--- config.mk ---
export PLATFORM = sky130hd
export DESIGN_NAME = reg_scoreboard_flat
export DESIGN_NICKNAME = d
export VERILOG_FILES = /design/src/rtl/reg_scoreboard_if.sv /design/src/rtl/reg_scoreboard.sv /design/src/flat_wrapper.sv
export SDC_FILE = /design/constraint.sdc
export NUM_CORES = 1
export LEC_CHECK = 0
export CAP_MARGIN = 0
export CORE_MARGIN = 2
export CORE_UTILIZATION = 53
export DETAILED_ROUTE_END_ITERATION = 6
export PLACE_DENSITY = 0.8
export SETUP_SLACK_MARGIN = 0.5
export SYNTH_ARGS = -nofsm -noshare
export SYNTH_HDL_FRONTEND = slang
export SYNTH_SLANG_ARGS = --single-unit
--- constraint.sdc ---
create_clock -name clk -period 8.9 [get_ports clk]
set_input_delay 2.225 -clock clk [delete_from_list [all_inputs] [get_ports clk]]
set_output_delay 2.225 -clock clk [all_outputs]
set_load 0.005 [all_outputs]
--- src/rtl/reg_scoreboard_if.sv ---
`default_nettype none
// +----------------------------------------------------------------------+
// | Module  : reg_scoreboard_if                                          |
// | Brief   : ID-stage issue/retire/hazard bundle for reg_scoreboard     |
// | Revision: 1.0                                                        |
// +----------------------------------------------------------------------+
interface reg_scoreboard_if;
    logic [3:0]  src1;
    logic [3:0]  src2;
    logic        src1_en;
    logic        src2_en;
    logic        issue_valid;
    logic        issue_wb_en;
    logic [3:0]  issue_dest;
    logic        writeBackEn;
    logic [3:0]  destWB;
    logic        hazard;
    logic [14:0] pending_mask;
    logic [3:0]  inflight;
    logic        err_underflow;

    modport master (
        output src1, src2, src1_en, src2_en, issue_valid, issue_wb_en,
               issue_dest, writeBackEn, destWB,
        input  hazard, pending_mask, inflight, err_underflow
    );

    modport slave (
        input  src1, src2, src1_en, src2_en, issue_valid, issue_wb_en,
               issue_dest, writeBackEn, destWB,
        output hazard, pending_mask, inflight, err_underflow
    );
endinterface
`default_nettype wire

--- src/rtl/reg_scoreboard.sv ---
`default_nettype none
// +----------------------------------------------------------------------+
// | Module  : reg_scoreboard                                             |
// | Brief   : per-register in-flight write tracker raising RAW hazards   |
// | Revision: 1.0                                                        |
// +----------------------------------------------------------------------+
module reg_scoreboard #(
    parameter int CNT_W     = 2,
    parameter bit WB_BYPASS = 1'b1
) (
    input  logic            clk,
    input  logic            rst,
    reg_scoreboard_if.slave sb
);
    localparam int               c_NREG    = 15;
    localparam int               c_SUM_W   = CNT_W + 4;
    localparam logic [CNT_W-1:0] c_CNT_MAX = {CNT_W{1'b1}};
    localparam logic [CNT_W-1:0] c_CNT_ONE = CNT_W'(1);

    logic [CNT_W-1:0]   r_count [c_NREG];
    logic [CNT_W-1:0]   w_cnt   [16];
    logic [CNT_W-1:0]   w_next  [c_NREG];
    logic [c_NREG-1:0]  w_pend_next;
    logic [c_NREG-1:0]  r_pending;
    logic [3:0]         w_infl_next;
    logic [3:0]         r_inflight;
    logic               w_err_next;
    logic               r_err;
    logic               w_busy1;
    logic               w_busy2;
    logic               w_sat;
    logic               w_hazard;
    logic               w_accept;
    logic [c_SUM_W-1:0] w_sum;

    // A register retiring this cycle is readable because the RF writes on negedge.
    function automatic logic f_busy(input logic [3:0] r, input logic [CNT_W-1:0] cnt,
                                    input logic wb_en, input logic [3:0] wb_dst);
        logic bypass;
        bypass = WB_BYPASS && (cnt == c_CNT_ONE) && wb_en && (wb_dst == r);
        return (r != 4'd15) && (cnt != '0) && !bypass;
    endfunction

    // R15 view reads as permanently idle so it never stalls or saturates.
    always_comb begin
        for (int i = 0; i < c_NREG; i++) begin
            w_cnt[i] = r_count[i];
        end
        w_cnt[15] = '0;
    end

    always_comb begin
        w_busy1  = sb.src1_en && f_busy(sb.src1, w_cnt[sb.src1], sb.writeBackEn, sb.destWB);
        w_busy2  = sb.src2_en && f_busy(sb.src2, w_cnt[sb.src2], sb.writeBackEn, sb.destWB);
        w_sat    = sb.issue_wb_en && (sb.issue_dest != 4'd15)
                 && (w_cnt[sb.issue_dest] == c_CNT_MAX)
                 && !(sb.writeBackEn && (sb.destWB == sb.issue_dest));
        w_hazard = w_busy1 || w_busy2 || w_sat;
        w_accept = sb.issue_valid && !w_hazard;
    end

    generate
        for (genvar i = 0; i < c_NREG; i++) begin : g_reg
            logic w_inc;
            logic w_dec;

            assign w_inc          = w_accept && sb.issue_wb_en && (sb.issue_dest == 4'(i));
            assign w_dec          = sb.writeBackEn && (sb.destWB == 4'(i)) && (r_count[i] != '0);
            assign w_next[i]      = r_count[i] + CNT_W'(w_inc) - CNT_W'(w_dec);
            assign w_pend_next[i] = (w_next[i] != '0);

            always_ff @(posedge clk) begin
                if (rst) begin
                    r_count[i] <= '0;
                end else begin
                    r_count[i] <= w_next[i];
                end
            end
        end
    endgenerate

    always_comb begin
        w_sum = '0;
        for (int i = 0; i < c_NREG; i++) begin
            w_sum = w_sum + c_SUM_W'(w_next[i]);
        end
        w_infl_next = (w_sum > c_SUM_W'(15)) ? 4'd15 : w_sum[3:0];
        w_err_next  = r_err || (sb.writeBackEn && (sb.destWB != 4'd15)
                               && (w_cnt[sb.destWB] == '0));
    end

    always_ff @(posedge clk) begin
        if (rst) begin
            r_pending  <= '0;
            r_inflight <= '0;
            r_err      <= 1'b0;
        end else begin
            r_pending  <= w_pend_next;
            r_inflight <= w_infl_next;
            r_err      <= w_err_next;
        end
    end

    assign sb.hazard        = w_hazard;
    assign sb.pending_mask  = r_pending;
    assign sb.inflight      = r_inflight;
    assign sb.err_underflow = r_err;
endmodule
`default_nettype wire

--- src/flat_wrapper.sv ---
// flat-port wrapper written by rule: the top's interface ports become plain ports
module reg_scoreboard_flat 
#(
    parameter int CNT_W     = 2,
    parameter bit WB_BYPASS = 1'b1
)
  (clk, rst, sb_src1, sb_src2, sb_src1_en, sb_src2_en, sb_issue_valid, sb_issue_wb_en, sb_issue_dest, sb_writeBackEn, sb_destWB, sb_hazard, sb_pending_mask, sb_inflight, sb_err_underflow);
  reg_scoreboard_if sb_i ();
  input  logic clk;
  input  logic rst;
  input wire logic [$bits(sb_i.src1)-1:0] sb_src1;
  input wire logic [$bits(sb_i.src2)-1:0] sb_src2;
  input wire logic [$bits(sb_i.src1_en)-1:0] sb_src1_en;
  input wire logic [$bits(sb_i.src2_en)-1:0] sb_src2_en;
  input wire logic [$bits(sb_i.issue_valid)-1:0] sb_issue_valid;
  input wire logic [$bits(sb_i.issue_wb_en)-1:0] sb_issue_wb_en;
  input wire logic [$bits(sb_i.issue_dest)-1:0] sb_issue_dest;
  input wire logic [$bits(sb_i.writeBackEn)-1:0] sb_writeBackEn;
  input wire logic [$bits(sb_i.destWB)-1:0] sb_destWB;
  output wire logic [$bits(sb_i.hazard)-1:0] sb_hazard;
  output wire logic [$bits(sb_i.pending_mask)-1:0] sb_pending_mask;
  output wire logic [$bits(sb_i.inflight)-1:0] sb_inflight;
  output wire logic [$bits(sb_i.err_underflow)-1:0] sb_err_underflow;
  assign sb_i.src1 = sb_src1;
  assign sb_i.src2 = sb_src2;
  assign sb_i.src1_en = sb_src1_en;
  assign sb_i.src2_en = sb_src2_en;
  assign sb_i.issue_valid = sb_issue_valid;
  assign sb_i.issue_wb_en = sb_issue_wb_en;
  assign sb_i.issue_dest = sb_issue_dest;
  assign sb_i.writeBackEn = sb_writeBackEn;
  assign sb_i.destWB = sb_destWB;
  assign sb_hazard = sb_i.hazard;
  assign sb_pending_mask = sb_i.pending_mask;
  assign sb_inflight = sb_i.inflight;
  assign sb_err_underflow = sb_i.err_underflow;
  reg_scoreboard #(.CNT_W(CNT_W), .WB_BYPASS(WB_BYPASS)) u_core (.clk(clk), .rst(rst), .sb(sb_i));
endmodule
==> metrics.txt <==
first-pass GRT wire length=19,200 um; io pins=44; Final Cycle Share=97.5%; Post-Syn Instances=466; Hold Buf Count CTS=0; htree depth=2; f_max=115 MHz; core area=0.00781 mm2; clk buf depth=2; final design utilization=69.4%; Die Ht=94.1 um; register area share after synthesis=23.3%; vias in the first global route=3,952; Finished Layout Cells=651; vias per cell=5.70; Synth area leaders=dfxtp_1, ha_1, fa_1; Pleak=2.58 nW; YS warnings=0; worst clock skew=0.00879 ns; full die area=0.00886 mm2; met2 usage=51.1%; share of total power in the clock network=33.5%; # DRC=0; share of layout cells above drive strength 1=23.1%; Starting Density=55.1%; Setup crit start kind=primary input; TritonCTS clock tree=built; First DRT Iteration DRCs=232; crit path kind=primary input to flop; synthesized area per cell=9.23 um2; via count=3,713; site row count=32; Switch Pwr=0.000134 W; clock latency on the worst-skew pair=0.31 ns; asr flop ratio synth=0%; CP required=9.09 ns; RSZ-0062 raised after global routing=yes; Compound-Gate Fraction of Synth Area=7.30%; critical path's top delay family=adder cells; initial antenna violation count=0; Synth Flop Type=dfxtp_1; minimum clock period=8.67 ns; Seq pwr share=46.1%; Max Cap Viol=0; Buf+Inv Stages, Crit Path=4; Pwr Total=0.000496 W; Worst Tran Pin Value=0.555 ns; number of CTS-inserted buffers=5; Critical Path Most Common Cell=fa_1; status=finished, final reports clean; Pwr Density=91.6 mW/mm2; met1 GRT Util=35.7%; peak supply drop=0.0000702 V; total gr overflow=0; Worst path max stage delay=0.60 ns; Antenna Violating Nets Remaining=0; largest family of logic cells by synthesized area=adder cells; cell area after synthesis=0.00430 mm2; post-synthesis mux area share=12.7%; final setup vio count=0; Nets=633; Final Hold Fails=0; dpl hpwl=9040 um; commonest non-fill, non-tap cell in the layout=inv_1; CP Data Arrival Time=8.86 ns; Root Buffer=clkbuf_8; Clock transition at path regs=0.10 ns; XOR/XNOR Fraction of Synth Area=8.96%; # port buffers=43; highest-count cells in the layout ignoring fill and taps=inv_1, buf_4, dfxtp_1; critical path fanouts, max=8; slew margin rel.=62.6%; Synth Area in Adders=22.0%; pin count of the biggest net entering global routing=43; final WL=11,700 um; Die Wd=94.1 um; switching part of the total power=27.1%; DR WL/cell=18.0 um; cell internal pwr=0.000362 W; crit end category=flop; Slowest-stage cell, CP=clkdlybuf4s50_1; Post-Synth Simple-Gate Area=16.4%; global placer's final weighted congestion=0.908; GR peak layer=met2; GRT Util Overall=28.3%; Gate power share=20.3%; met3 Usage GRT=3.05%; max-slew violation count=0; first drt pass iteration count=5; CTS sink count=50; Placed Instances=638; Synth top area share=23.3%; FF+latch count, synth=50; Synth cell types=46; Net Count, Synth=551; Hold Crit Class=flop to flop; area grow syn2layout=25.9%; area leader, netlist=dfxtp_1; Post-synth EDFFs=0; Inserted Diodes=0
power groups by stage:
stage                     Combinational [W]  Clock, W  Sequential [W]
final                              0.000101  0.000166        0.000229
after global routing               0.000109  0.000179        0.000229
after CTS                         0.0000966  0.000170        0.000229
after detailed placement          0.0000919         0        0.000234
after global placement            0.0000900         0        0.000234
after floorplan                   0.0000551         0        0.000233
cell type report:
cell class                      count  area, um2
Clock buffer                        5       68.8
Fill cell                         597       2390
Sequential cell                    50       1000
Multi-Input combinational cell    318       3020
Clock inverter                      3       47.5
Inverter                           73        274
Timing Repair Buffer              100        878
Tap cell                          102        128
registers in the layout, summed over array words and instances (netlist names):
name	flops
u_core.sb.err_underflow	1
u_core.sb.pending_mask	15
u_core.r_count	30
u_core.sb.inflight	4
metrics by stage:
| stage | area [um2] | TNS [ns] | hold slack [ns] | setup WS [ns] |
|---|---|---|---|---|
| finish | 5420 | 0 | 0.530 | 0.226 |
| global route | 5420 | 0 | 0.589 | 0.0477 |
| detailed placement | 5160 | -1.90 | 0.509 | -0.486 |
| CTS | 5380 | 0 | 0.532 | 0.109 |
| floorplan | 4360 | 0 | 0.460 | 0.368 |
| global placement | 5160 | -1.31 | 0.477 | -0.331 |
repair_timing:
item,4_1_cts,5_1_grt
cloned,0,0
buffers inserted,4,1
setup endpoints to repair,4,4
pin swaps,26,18
gates resized for setup,43,12
worst paths after layout:
kind,startpoint,endpoint,slack [ns],cells past startpoint
max,sb_issue_dest[2],u_core.sb.inflight[3],0.23,26
min,u_core.sb.err_underflow,u_core.sb.err_underflow,0.53,2
max reg2reg,u_core.r_count[0][10],u_core.sb.inflight[3],1.96,25
min reg2reg,u_core.sb.err_underflow,u_core.sb.err_underflow,0.53,2
synthesized netlist by cell type, drive strengths merged (2+ instances only):
master	number
inv	73
dfxtp	50
a31oi	7
a21o	2
a21oi	12
or3	2
or2	9
xnor2	20
nand3b	6
nand2b	5
nand4	4
nor2	53
nor3b	2
ha	39
o21ai	11
clkbuf	14
o221a	2
and4	3
nand2	8
nor3	18
nor2b	12
fa	23
buf	11
o211ai	4
nor4	4
mux2i	13
xor2	24
mux4	18
nand3	4
kinds of logic (layout without fill, tap and decap cells):
| kind of cell | after synthesis | after routing |
|---|---|---|
| simple gates | 135 | 135 |
| compound gates | 45 | 45 |
| flops | 50 | 50 |
| fa+ha+maj | 62 | 62 |
| xor+xnor | 44 | 44 |
| mux | 32 | 32 |
| buf+inv | 98 | 181 |
routing by layer:
layer / routed length [um] / up-vias
met5: 0 / -
met4: 342 / 0
met3: 594 / 33
met2: 6040 / 159
met1: 4730 / 1800
li1: - / 1721
worst register-to-register path: stages, from the launching register on:
cell and delay [ns]:
dfxtp_1 0.39, mux4_2 0.50, mux2i_1 0.18, a31oi_1 0.09, o311ai_4 0.35, o211ai_4 0.14, nor4b_2 0.24, ha_2 0.21
xor2_1 0.18, xnor2_1 0.17, inv_1 0.09, fa_1 0.52, fa_1 0.43, fa_1 0.53, fa_1 0.44, fa_1 0.51
inv_1 0.05, fa_1 0.50, inv_2 0.06, fa_2 0.34, a21o_1 0.17, a21oi_1 0.12, a21oi_1 0.06, or3_4 0.43
nor2_4 0.10, nor2_1 0.05
(Power assumes the default switching activity.)
